==> src/rtl/decode_pkg.sv <==
// Shared definitions for the RV32I decode stage: opcode constants, the ALU
// operation encoding seen by execute, the decode FSM state encoding and the
// bundle of decoded control bits that is registered together.
package decode_pkg;

    localparam logic [6:0] OPC_OP     = 7'b0110011;
    localparam logic [6:0] OPC_OP_IMM = 7'b0010011;
    localparam logic [6:0] OPC_LOAD   = 7'b0000011;
    localparam logic [6:0] OPC_STORE  = 7'b0100011;
    localparam logic [6:0] OPC_BRANCH = 7'b1100011;
    localparam logic [6:0] OPC_LUI    = 7'b0110111;

    localparam logic [2:0] F3_BEQ     = 3'b000;
    localparam logic [2:0] F3_SR      = 3'b101;

    typedef enum logic [3:0] {
        ALU_ADD   = 4'd0,
        ALU_SUB   = 4'd1,
        ALU_AND   = 4'd2,
        ALU_OR    = 4'd3,
        ALU_XOR   = 4'd4,
        ALU_SLL   = 4'd5,
        ALU_SRL   = 4'd6,
        ALU_SRA   = 4'd7,
        ALU_SLT   = 4'd8,
        ALU_SLTU  = 4'd9,
        ALU_PASSB = 4'd10
    } alu_op_e;

    typedef enum logic [1:0] {
        ST_IDLE   = 2'd0,
        ST_DECODE = 2'd1,
        ST_OPREAD = 2'd2,
        ST_DONE   = 2'd3
    } state_e;

    // Control bits produced by decode; all-zero is the reset/NOP value
    // (alu_op all-zero is ADD).
    typedef struct packed {
        alu_op_e alu_op;
        logic    alu_src;
        logic    branch;
        logic    mem_read;
        logic    mem_write;
        logic    reg_write;
        logic    illegal;
    } ctrl_t;

    // Maps funct3 plus the funct7[5] "alternate" bit to an ALU operation.
    // The caller decides whether alt is meaningful for the opcode.
    function automatic alu_op_e funct3_to_alu(input logic [2:0] funct3, input logic alt);
        alu_op_e op;
        case (funct3)
            3'b000:  op = alt ? ALU_SUB : ALU_ADD;
            3'b001:  op = ALU_SLL;
            3'b010:  op = ALU_SLT;
            3'b011:  op = ALU_SLTU;
            3'b100:  op = ALU_XOR;
            3'b101:  op = alt ? ALU_SRA : ALU_SRL;
            3'b110:  op = ALU_OR;
            default: op = ALU_AND;
        endcase
        return op;
    endfunction

endpackage

==> src/rtl/decode_stage_if.sv <==
// Bundle of the decode stage's handshake and data signals.
//   master : upstream side (fetch pulses IF_kick_up and supplies the
//            instruction word; the register file returns read data) and
//            consumer of the decoded results.
//   slave  : the decode stage itself.
// Signal summary:
//   IF_kick_up, inst_mem_read_data        fetch -> decode
//   reg_read_addr1/2, reg_read_data1/2    decode <-> register file
//   rs1_data, rs2_data, rd_addr, imme,
//   Controller_branch, alu_op, alu_src,
//   mem_read, mem_write, reg_write,
//   illegal_inst, ID_kick_up              decode -> execute / fetch
interface decode_stage_if;
    import decode_pkg::*;

    logic        IF_kick_up;
    logic [31:0] inst_mem_read_data;
    logic [31:0] reg_read_data1;
    logic [31:0] reg_read_data2;
    logic [4:0]  reg_read_addr1;
    logic [4:0]  reg_read_addr2;
    logic [31:0] rs1_data;
    logic [31:0] rs2_data;
    logic [4:0]  rd_addr;
    logic [31:0] imme;
    logic        Controller_branch;
    alu_op_e     alu_op;
    logic        alu_src;
    logic        mem_read;
    logic        mem_write;
    logic        reg_write;
    logic        illegal_inst;
    logic        ID_kick_up;

    modport master (
        output IF_kick_up, inst_mem_read_data, reg_read_data1, reg_read_data2,
        input  reg_read_addr1, reg_read_addr2, rs1_data, rs2_data, rd_addr, imme,
               Controller_branch, alu_op, alu_src, mem_read, mem_write,
               reg_write, illegal_inst, ID_kick_up
    );

    modport slave (
        input  IF_kick_up, inst_mem_read_data, reg_read_data1, reg_read_data2,
        output reg_read_addr1, reg_read_addr2, rs1_data, rs2_data, rd_addr, imme,
               Controller_branch, alu_op, alu_src, mem_read, mem_write,
               reg_write, illegal_inst, ID_kick_up
    );

endinterface

==> src/rtl/decode_stage_imm_gen.sv <==
// Combinational immediate generator for the supported RV32I formats.
// Ports:
//   inst : 32-bit instruction word
//   imme : 32-bit sign-extended immediate (0 for formats without one)
// Branch immediates are produced as the byte offset divided by two, i.e. the
// raw 12-bit B-field without the implicit zero LSB.
module imm_gen
    import decode_pkg::*;
(
    input  logic [31:0] inst,
    output logic [31:0] imme
);

    always_comb begin
        imme = '0;
        case (inst[6:0])
            OPC_OP_IMM, OPC_LOAD: imme = {{20{inst[31]}}, inst[31:20]};
            OPC_STORE:            imme = {{20{inst[31]}}, inst[31:25], inst[11:7]};
            OPC_BRANCH:           imme = {{20{inst[31]}}, inst[31], inst[7], inst[30:25], inst[11:8]};
            OPC_LUI:              imme = {inst[31:12], 12'b0};
            default:              imme = '0;
        endcase
    end

endmodule

==> src/rtl/decode_stage.sv <==
// Instruction-decode step of the multi-cycle RV32I core.
// Captures the fetched word on IF_kick_up, decodes it, reads both source
// registers and pulses ID_kick_up once everything downstream needs is valid.
// Ports:
//   clk   : clock
//   reset : asynchronous, active-low reset
//   bus   : decode_stage_if slave modport (fetch handshake, register-file
//           read port, decoded outputs towards execute/fetch)
module decode_stage
    import decode_pkg::*;
(
    input  logic           clk,
    input  logic           reset,
    decode_stage_if.slave  bus
);

    state_e      state_q, state_d;
    logic [31:0] inst_q, inst_d;
    ctrl_t       ctrl_q, ctrl_d;
    logic [31:0] imme_q, imme_d;
    logic [4:0]  rd_addr_q, rd_addr_d;
    logic [31:0] rs1_data_q, rs1_data_d;
    logic [31:0] rs2_data_q, rs2_data_d;
    logic        id_kick_up;

    ctrl_t       dec_ctrl;
    logic [31:0] gen_imme;

    logic [6:0]  opcode;
    logic [2:0]  funct3;
    logic        funct7_b5;

    assign opcode    = inst_q[6:0];
    assign funct3    = inst_q[14:12];
    assign funct7_b5 = inst_q[30];

    imm_gen u_imm_gen (
        .inst (inst_q),
        .imme (gen_imme)
    );

    // State register.
    always_ff @(posedge clk or negedge reset) begin
        if (!reset) begin
            state_q <= ST_IDLE;
        end else begin
            state_q <= state_d;
        end
    end

    // Next-state logic: a fixed walk through the four steps; a new kick is
    // only accepted while idle.
    always_comb begin
        state_d = state_q;
        case (state_q)
            ST_IDLE:   if (bus.IF_kick_up) state_d = ST_DECODE;
            ST_DECODE: state_d = ST_OPREAD;
            ST_OPREAD: state_d = ST_DONE;
            ST_DONE:   state_d = ST_IDLE;
            default:   state_d = ST_IDLE;
        endcase
    end

    // Control decode of the latched instruction. Unsupported encodings fall
    // through as a NOP with only the illegal flag set.
    always_comb begin
        dec_ctrl        = '0;
        dec_ctrl.alu_op = ALU_ADD;
        case (opcode)
            OPC_OP: begin
                dec_ctrl.reg_write = 1'b1;
                dec_ctrl.alu_op    = funct3_to_alu(funct3, funct7_b5);
            end
            OPC_OP_IMM: begin
                // funct7[5] only distinguishes SRAI from SRLI; for the other
                // immediates it is just an immediate bit.
                dec_ctrl.reg_write = 1'b1;
                dec_ctrl.alu_src   = 1'b1;
                dec_ctrl.alu_op    = funct3_to_alu(funct3, (funct3 == F3_SR) && funct7_b5);
            end
            OPC_LOAD: begin
                dec_ctrl.reg_write = 1'b1;
                dec_ctrl.mem_read  = 1'b1;
                dec_ctrl.alu_src   = 1'b1;
            end
            OPC_STORE: begin
                dec_ctrl.mem_write = 1'b1;
                dec_ctrl.alu_src   = 1'b1;
            end
            OPC_BRANCH: begin
                // Only BEQ is supported; SUB lets execute use Zero as "equal".
                if (funct3 == F3_BEQ) begin
                    dec_ctrl.branch = 1'b1;
                    dec_ctrl.alu_op = ALU_SUB;
                end else begin
                    dec_ctrl.illegal = 1'b1;
                end
            end
            OPC_LUI: begin
                dec_ctrl.reg_write = 1'b1;
                dec_ctrl.alu_src   = 1'b1;
                dec_ctrl.alu_op    = ALU_PASSB;
            end
            default: dec_ctrl.illegal = 1'b1;
        endcase
    end

    // FSM outputs and per-state register loads; everything not loaded in
    // the current state holds its previous value.
    always_comb begin
        inst_d     = inst_q;
        ctrl_d     = ctrl_q;
        imme_d     = imme_q;
        rd_addr_d  = rd_addr_q;
        rs1_data_d = rs1_data_q;
        rs2_data_d = rs2_data_q;
        id_kick_up = 1'b0;
        case (state_q)
            ST_IDLE: begin
                if (bus.IF_kick_up) inst_d = bus.inst_mem_read_data;
            end
            ST_DECODE: begin
                ctrl_d    = dec_ctrl;
                imme_d    = dec_ctrl.illegal ? 32'd0 : gen_imme;
                rd_addr_d = inst_q[11:7];
            end
            ST_OPREAD: begin
                rs1_data_d = bus.reg_read_data1;
                rs2_data_d = bus.reg_read_data2;
            end
            ST_DONE: begin
                id_kick_up = 1'b1;
            end
            default: id_kick_up = 1'b0;
        endcase
    end

    // Datapath registers.
    always_ff @(posedge clk or negedge reset) begin
        if (!reset) begin
            inst_q     <= '0;
            ctrl_q     <= '0;
            imme_q     <= '0;
            rd_addr_q  <= '0;
            rs1_data_q <= '0;
            rs2_data_q <= '0;
        end else begin
            inst_q     <= inst_d;
            ctrl_q     <= ctrl_d;
            imme_q     <= imme_d;
            rd_addr_q  <= rd_addr_d;
            rs1_data_q <= rs1_data_d;
            rs2_data_q <= rs2_data_d;
        end
    end

    // Source addresses come straight from the latched word so the register
    // file has the whole OPREAD cycle to respond.
    assign bus.reg_read_addr1    = inst_q[19:15];
    assign bus.reg_read_addr2    = inst_q[24:20];
    assign bus.rs1_data          = rs1_data_q;
    assign bus.rs2_data          = rs2_data_q;
    assign bus.rd_addr           = rd_addr_q;
    assign bus.imme              = imme_q;
    assign bus.Controller_branch = ctrl_q.branch;
    assign bus.alu_op            = ctrl_q.alu_op;
    assign bus.alu_src           = ctrl_q.alu_src;
    assign bus.mem_read          = ctrl_q.mem_read;
    assign bus.mem_write         = ctrl_q.mem_write;
    assign bus.reg_write         = ctrl_q.reg_write;
    assign bus.illegal_inst      = ctrl_q.illegal;
    assign bus.ID_kick_up        = id_kick_up;

endmodule

==> src/flat_wrapper.sv <==
// flat-port wrapper written by rule: the top's interface ports become plain ports
module decode_stage_flat import decode_pkg::*;
  (clk, reset, bus_IF_kick_up, bus_inst_mem_read_data, bus_reg_read_data1, bus_reg_read_data2, bus_reg_read_addr1, bus_reg_read_addr2, bus_rs1_data, bus_rs2_data, bus_rd_addr, bus_imme, bus_Controller_branch, bus_alu_op, bus_alu_src, bus_mem_read, bus_mem_write, bus_reg_write, bus_illegal_inst, bus_ID_kick_up);
  decode_stage_if bus_i ();
  input  logic clk;
  input  logic reset;
  input wire logic [$bits(bus_i.IF_kick_up)-1:0] bus_IF_kick_up;
  input wire logic [$bits(bus_i.inst_mem_read_data)-1:0] bus_inst_mem_read_data;
  input wire logic [$bits(bus_i.reg_read_data1)-1:0] bus_reg_read_data1;
  input wire logic [$bits(bus_i.reg_read_data2)-1:0] bus_reg_read_data2;
  output wire logic [$bits(bus_i.reg_read_addr1)-1:0] bus_reg_read_addr1;
  output wire logic [$bits(bus_i.reg_read_addr2)-1:0] bus_reg_read_addr2;
  output wire logic [$bits(bus_i.rs1_data)-1:0] bus_rs1_data;
  output wire logic [$bits(bus_i.rs2_data)-1:0] bus_rs2_data;
  output wire logic [$bits(bus_i.rd_addr)-1:0] bus_rd_addr;
  output wire logic [$bits(bus_i.imme)-1:0] bus_imme;
  output wire logic [$bits(bus_i.Controller_branch)-1:0] bus_Controller_branch;
  output wire logic [$bits(bus_i.alu_op)-1:0] bus_alu_op;
  output wire logic [$bits(bus_i.alu_src)-1:0] bus_alu_src;
  output wire logic [$bits(bus_i.mem_read)-1:0] bus_mem_read;
  output wire logic [$bits(bus_i.mem_write)-1:0] bus_mem_write;
  output wire logic [$bits(bus_i.reg_write)-1:0] bus_reg_write;
  output wire logic [$bits(bus_i.illegal_inst)-1:0] bus_illegal_inst;
  output wire logic [$bits(bus_i.ID_kick_up)-1:0] bus_ID_kick_up;
  assign bus_i.IF_kick_up = bus_IF_kick_up;
  assign bus_i.inst_mem_read_data = bus_inst_mem_read_data;
  assign bus_i.reg_read_data1 = bus_reg_read_data1;
  assign bus_i.reg_read_data2 = bus_reg_read_data2;
  assign bus_reg_read_addr1 = bus_i.reg_read_addr1;
  assign bus_reg_read_addr2 = bus_i.reg_read_addr2;
  assign bus_rs1_data = bus_i.rs1_data;
  assign bus_rs2_data = bus_i.rs2_data;
  assign bus_rd_addr = bus_i.rd_addr;
  assign bus_imme = bus_i.imme;
  assign bus_Controller_branch = bus_i.Controller_branch;
  assign bus_alu_op = bus_i.alu_op;
  assign bus_alu_src = bus_i.alu_src;
  assign bus_mem_read = bus_i.mem_read;
  assign bus_mem_write = bus_i.mem_write;
  assign bus_reg_write = bus_i.reg_write;
  assign bus_illegal_inst = bus_i.illegal_inst;
  assign bus_ID_kick_up = bus_i.ID_kick_up;
  decode_stage u_core (.clk(clk), .reset(reset), .bus(bus_i));
endmodule
==> config.mk <==
export PLATFORM = sky130hd
export DESIGN_NAME = decode_stage_flat
export DESIGN_NICKNAME = d
export VERILOG_FILES = /design/src/rtl/decode_pkg.sv /design/src/rtl/decode_stage_if.sv /design/src/rtl/decode_stage_imm_gen.sv /design/src/rtl/decode_stage.sv /design/src/flat_wrapper.sv
export SDC_FILE = /design/constraint.sdc
export NUM_CORES = 1
export LEC_CHECK = 0
export CELL_PAD_IN_SITES_DETAIL_PLACEMENT = 1
export CELL_PAD_IN_SITES_GLOBAL_PLACEMENT = 2
export CORE_UTILIZATION = 35
export DETAILED_ROUTE_END_ITERATION = 10
export DONT_BUFFER_PORTS = 1
export GPL_ROUTABILITY_DRIVEN = 0
export PLACE_DENSITY = 0.74
export SYNTH_ARGS = -nofsm -noshare
export SYNTH_HDL_FRONTEND = slang
export SYNTH_SLANG_ARGS = --single-unit
==> constraint.sdc <==
create_clock -name clk -period 2 [get_ports clk]
set_input_delay 0.4 -clock clk [delete_from_list [all_inputs] [get_ports clk]]
set_output_delay 0.4 -clock clk [all_outputs]
set_load 0.1 [all_outputs]
Yosys cells after proc, flatten, opt, wreduce, memory -nomap -nowiden
Cells that the tools add are included.

cells by class
  equality and inequality tests = 16
  mux-type cells = 21
  reductions and logical operators = 8

operators by type and width
  kind                count
  $pmux 32 s4         1
  $pmux 4 s7          2
  $mux 32             1
  $eq 7x6->1 const B  3
  $pmux 4 s4          1
  $mux 1              13
  $eq 3x3->1 const B  3
  $pmux 2 s4          1
  $reduce_or 4->1     2
  $eq 7x2->1 const B  1
  $eq 7x5->1 const B  1
  $eq 7x7->1 const B  1
  $eq 3x2->1 const B  2
  $reduce_or 5->1     1
  $eq 2x2->1 const B  2
  $eq 3x1->1 const B  1
  $logic_not 3->1     1
  $eq 2x1->1 const B  1
  $logic_not 2->1     1
  $mux 2              1
  $ne 2x2->1 const B  1
  $pmux 1 s2          1
  $reduce_and 2->1    1
  $reduce_or 2->1     1
  $logic_and 1x1->1   1

word-level totals
  bits in registers = 145
  bits of input ports = 99
  word-level logic and storage cells = 58

Logic depth before layout (Yosys ltp)
  depth in word-level cells = 5
  mapped depth = 8

Modules after synthesis
From an unflattened synthesis, not the netlist that was laid out.

unflattened totals
  cell total of the unflattened synthesis = 492
  area total of the unflattened synthesis = 6309.8 um^2

modules (own cells, without submodules)
  module        instances  cells each  area each (um^2)  seq. area each (um^2)
  decode_stage  1          400         5788.1            3628.5
  imm_gen       1          92          521.8             0.0

Worst setup path before layout
No wires, ideal clock.

  path kind = register -> register
  start = register u_core.inst_q[14]
  end = register u_core.imme_q[23], in the netlist u_core.bus.imme[23]
  setup time = 0.082 ns
  data arrival time = 1.936 ns
  data required time = 1.918 ns
  path slack = -0.018 ns
  stages on the path, launching flop included = 9
  clock period less this slack = 2.018 ns
  path through = dfrtp_1 -> buf_6 -> or4b_4 -> a2111oi_4 -> a41oi_1 -> and3_1 -> buf_6 -> buf_6 -> a31oi_1

on the way
  cells in the longest elaborated chain, start to end = 4

RTL lines
  item                      RTL line             source
  start: declaration        decode_stage.sv:18   logic [31:0] inst_q, inst_d;
  start signal: assignment  decode_stage.sv:148  inst_q <= inst_d;
  $logic_not 3->1           decode_stage.sv:92   if (funct3 == F3_BEQ) begin
  $mux 1                    decode_stage.sv:92
  $pmux 1 s2                decode_stage.sv:69   case (opcode)
  $mux 32                   decode_stage.sv:124  imme_d = dec_ctrl.illegal ? 32'd0 : gen_imme;
  end signal: assignment    decode_stage.sv:150  imme_q <= imme_d;
  end: declaration          decode_stage.sv:20   logic [31:0] imme_q, imme_d;

Every way passes these cells.
A chain may end at the register's enable or synchronous reset.

Final worst setup path
  start = register u_core.inst_q[12]
  end = register u_core.ctrl_q, in the netlist u_core.bus.illegal_inst

on the way
  cells in the longest elaborated chain, start to end = 3

RTL lines
  item                    RTL line             source
  $logic_not 3->1         decode_stage.sv:92
  $mux 1                  decode_stage.sv:92
  $pmux 1 s2              decode_stage.sv:69
  end signal: assignment  decode_stage.sv:149  ctrl_q <= ctrl_d;
  end: declaration        decode_stage.sv:19   ctrl_t ctrl_q, ctrl_d;

Every way passes these cells.

==> flow_summary.ini <==
[cts]
cts_buffers = 17
cts_htree_levels = 4
cts.sinks = 145
clkTransAtPathRegs_ns = 0.07
cts_root_buf = clkbuf_16
cts.path.max_buffers = 2
clock_latency_ns = 0.43
cts_tree = done

[logic_synthesis]
ys_async_sr_fraction = 1.00
synth_area_leaders = dfrtp_1, mux2_2, nand2b_1
synth_cells = 476
synth.most_common_cell = dfrtp_1
synth-simple-area-share = 0.0744
synthDistinctLibCells = 38
synth_area_um2 = 6140
synth-seq-cells = 145
yosysTopAreaCellShare = 0.591
synth_top_family_by_area = multiplexers
syn_avg_cell_area_um2 = 12.9
synth_xor_area_frac = 0.00143
synth_commonest_cells = dfrtp_1, mux2_2, nand2_1, clkbuf_1, nand2b_1
synth_top_flop_cell = dfrtp_1
ys_seq_area_frac = 0.591
syn_nets = 580
synth-edff-count = 0
yosys_warnings = 0
yosysTopAreaCell = dfrtp_1
synth_fa_ha_area_frac = 0.0102
synth-compound-area-share = 0.0770
synthMuxAreaShare = 0.198

[outcome]
status = finished with violations
violations = negative hold slack, negative setup slack

[flow_run]
maxCapViolCount = 0

[die]
die_x_um = 134
rows = 48
dieArea_um2 = 18100
boundaryPins = 221
die_y_um = 134
start_util = 0.356
coreArea_um2 = 17200

[timing]
fin_crit_sh = 1.01
hold_violations = 145
fin_skew_ns = 0.0105
fin_crit_ns = 2.03
relSlewSlack = 0.369
rsz0062_at_grt = yes
drv_slew = 0
clock.fmax_ghz = 0.493
fin_ws_ns = -0.0284
worstMarginPinSlew_ns = 0.946
whs_ns = -0.326
setup_viol = 15

[critical_path]
path_class = flop to flop
reg2reg_from = u_core.inst_q[12]
rr_worst_depth = 6
cp-start-kind = flop
cp_max_fo = 2
reg2reg_slack_ns = -0.03
worstSetupEndpointType = flop
rr_endpoint = u_core.bus.illegal_inst
cp-startpoint = u_core.inst_q[12]
crit_required_ns = 2.30
cp.arrival_ns = 2.33

[global_route]
antenna_found_initial = 0
grt_max_degree = 146
groute.usage.overall = 0.180
grt_pass1_vias = 4338
overflow = 0
grt_pass1_wl_um = 24400

[placement]
portBuffers = 0
postPlaceCellArea_um2 = 6780
dp.cells = 730
dpl.hpwl_um = 10800

[routing]
first_pass_iters = 4
antenna_left = 0
vias = 3873
drc = 0
drt_iter0_markers = 175
vias_per_cell = 5.06
totalWireLength_um = 15900
routedWlPerCell_um = 20.7

[final_layout]
diodes = 0
drive_gt1_frac = 0.444
syn2layout_area_growth_pct = 23.0
finalNetCount = 632
num-fill-cells = 1764
final_area_um2 = 7550
stdcell_count = 766

[min_path]
min_path_type = input port to asynchronous set/reset pin
layout by cell type (no fill, tap or decap), types with 6 or more instances in the layout:
master / n
a31oi_4: 6
a31oi_1: 10
dfrtp_1: 145
nand2_1: 26
inv_1: 16
a21oi_1: 9
a21oi_2: 6
o21ai_0: 18
inv_8: 6
nor2_1: 13
a22oi_1: 6
clkbuf_16: 18
buf_4: 69
mux2_2: 108
nor2b_1: 7
nand2b_1: 22
cell families after synthesis:
kind of cell	Yosys count
compound gates	71
xor+xnor	1
fa+ha+maj	5
buf+inv	58
flops	145
mux	108
simple gates	88
final cells by class:
| class | instances | area [µm²] | share of cell area |
|---|---|---|---|
| multi-input cells | 273 | 2360 | 0.313 |
| flip-flops and latches | 145 | 3630 | 0.481 |
| repair buffers | 75 | 651 | 0.0862 |
| well taps | 225 | 282 | 0.0373 |
| clock buffers | 17 | 425 | 0.0563 |
| clock inverters | 15 | 141 | 0.0187 |
| inverters | 16 | 60.1 | 0.00795 |
critical path, cell delays in order (launching register included):
cell and delay [ns]:
dfrtp_1 0.38, or4b_4 0.57, a2111oi_4 0.35, buf_4 0.17
buf_4 0.09, a221oi_1 0.06, mux2_2 0.29
registers in the layout, summed over array words and instances (netlist names):
| register | cells |
|---|---|
| u_core.bus.rs2_data | 32 |
| u_core.bus.rs1_data | 32 |
| u_core.bus.rd_addr | 5 |
| u_core.inst_q | 32 |
| u_core.bus.mem_write | 1 |
| u_core.bus.alu_op | 4 |
| u_core.bus.illegal_inst | 1 |
| u_core.bus.alu_src | 1 |
| u_core.bus.Controller_branch | 1 |
| u_core.bus.mem_read | 1 |
| u_core.state_q | 2 |
| u_core.bus.reg_write | 1 |
| u_core.bus.imme | 32 |
metal layers:
layer  GRT usage  wire length (µm)  vias to the layer above
met2       0.301              7870                      160
met4      0.0581               178                        0
met3      0.0741              1520                       14
met5           0                 0                        -
li1            -                 -                     1758
met1       0.210              6300                     1941
metrics by stage:
stage	TNS (ns)	hold WS (ns)	util	setup WS, ns
2_1_floorplan	0	0.104	-	0.0368
3_3_place_gp	0	0.109	0.393	0.0667
3_5_place_dp	-0.0364	0.109	0.393	-0.0206
4_1_cts	-0.00191	-0.347	0.429	-0.00150
5_1_grt	-2.07	-0.348	0.438	-0.102
6_report	-0.144	-0.326	0.438	-0.0284
how the worst max path moves through the flow:
| stage | cells past startpoint | end |
|---|---|---|
| after global placement | 6 | u_core.bus.imme[19] |
| after CTS | 6 | u_core.bus.imme[29] |
| after floorplan | 8 | u_core.bus.imme[23] |
| final | 6 | u_core.bus.illegal_inst |
| after global routing | 6 | u_core.bus.imme[16] |
| after detailed placement | 6 | u_core.bus.imme[21] |
timing repair:
item,in CTS,in global routing
setup buffers,1,1
setup endpoints to repair,20,31
endpoints found under the hold margin,145,145
gates cloned,1,1
resized for setup,6,16
Power is left out: the tool's default activity adds up to more than one toggle a clock period on the data nets, which glitch-free logic cannot reach.
==> RTL edit (config.mk and constraints unchanged) <==
Make the reset (`reset`) synchronous in 2 clocked blocks. Comments in the files are not updated.
--- a/src/rtl/decode_stage.sv
+++ b/src/rtl/decode_stage.sv
@@ -40,7 +40,7 @@
     );
 
     // State register.
-    always_ff @(posedge clk or negedge reset) begin
+    always_ff @(posedge clk) begin
         if (!reset) begin
             state_q <= ST_IDLE;
         end else begin
@@ -136,7 +136,7 @@
     end
 
     // Datapath registers.
-    always_ff @(posedge clk or negedge reset) begin
+    always_ff @(posedge clk) begin
         if (!reset) begin
             inst_q     <= '0;
             ctrl_q     <= '0;
Check against the original RTL: differs if reset is asserted again (counterexample within 4 cycles, from zero or initial values and one cycle with reset low); with reset held inactive, the same outputs for 4 cycles.
==> RTL edit against the original RTL <==
Final cell count is 26% higher; hold slack gained 0.46 ns; first-iteration DRC count is 21% lower; synthesized cell count up 33%; cell area up 1.6%; critical endpoint is now u_core.bus.imme[4]; sequential share of layout area is 10 points lower; area after synthesis decreased by 1.5%; highest routed layer unchanged; setup slack better by 0.28 ns; fmax is 16% higher; sequential cell count unchanged; via count is 23% higher; routed wire length rose by 6.2%.
==> RTL edit: results (changes against the original RTL) <==
| Metric | Value |
|---|---|
| Starting DRT DRC Count | `139 (-21%)` |
| Dpl cells | `933 (+28%)` |
| DRT Wirelength | `16840 um (+6.2%)` |
| M1 WL | `6982 um (+11%)` |
| Nets | `836 (+32%)` |
| First-pass GRT wire length | `26470 um (+8.5%)` |
| Outcome | `completed` |
| Wire length on met3 | `938 um (-38%)` |
| Highest-delay cell along the critical path | `nor2_1` |
| Asr flop ratio synth | `0% (-100 points)` |
| Global-route usage over all layers | `19.10% (+1.1 points)` |
| CP peak stage delay | `0.68 ns (+0.11 ns)` |
| Area contributors post-synth | `dfxtp_1 48%, mux2i_1 12%, nor2b_1 8.1%` |
| Final Critical Period | `1.749 ns (-0.2793 ns)` |
| Met2 routed wirelength | `8597 um (+9.2%)` |
| Reg2reg path depth | `5 (-1)` |
| Via density | `4.928 (-2.5%)` |
| Adder-cell share of the synthesized area | `1.035% (+0.016 points)` |
| Most frequent cells after synthesis | `145 x dfxtp_1, 103 x nand2_1, 78 x nor2b_1, 71 x mux2i_1, 34 x a21boi_0` |
| Vias in the first global route | `5066 (+17%)` |
| Worst Setup EP | `u_core.bus.imme[4]` |
| GR Util met1 | `21.38% (+0.39 points)` |
| GR Util met2 | `34.32% (+4.2 points)` |
| Fraction of layout cells with a size suffix above 1 | `24.97% (-19 points)` |
| Synth cell types | `43 (+13%)` |
| Largest net degree at the start of global routing | `117 (-20%)` |
| Hold WC Path Type | `input port to register` |
| Ys flop type | `dfxtp_1` |
| Slew @ Worst Pin | `0.8694 ns (-0.07686 ns)` |
| Syn Inst Count | `635 (+33%)` |
| Syn_nets | `739 (+27%)` |
| Final hold slack | `0.1312 ns (+0.4568 ns)` |
| Post-synthesis mux area share | `12.19% (-7.6 points)` |
RTL edit: changes by cell type after synthesis, moves of 12 or more:
cell | before | now
a31oi_1 | 18 | 3
dfrtp_1 | 145 | 0
o21ai_0 | 18 | 6
o21ai_1 | 0 | 20
nand2b_1 | 22 | 7
mux2i_1 | 0 | 71
mux2_2 | 108 | 1
dfxtp_1 | 0 | 145
a21boi_0 | 0 | 34
nor2b_1 | 7 | 78
nand2_1 | 27 | 103
a21oi_1 | 13 | 30
inv_1 | 16 | 4
RTL edit: area by class of cell:
class	count	area, sq um
clock inverters	14	155.1
flip-flops and latches	145	2903
clock buffers	18	429.2
fillers	1906	9027
multi-input cells	429	2858
well taps	220	275.3
repair buffers	135	1039
inverters	4	15.01
RTL edit: critical path: cells and delay by family, from the launching register on:
family | cells | cell delay (ns)
flip-flops | 1 | 0.30
AND/OR/NAND/NOR | 1 | 0.68
buffers and inverters | 1 | 0.17
AO/OA/AOI/OAI | 3 | 0.53
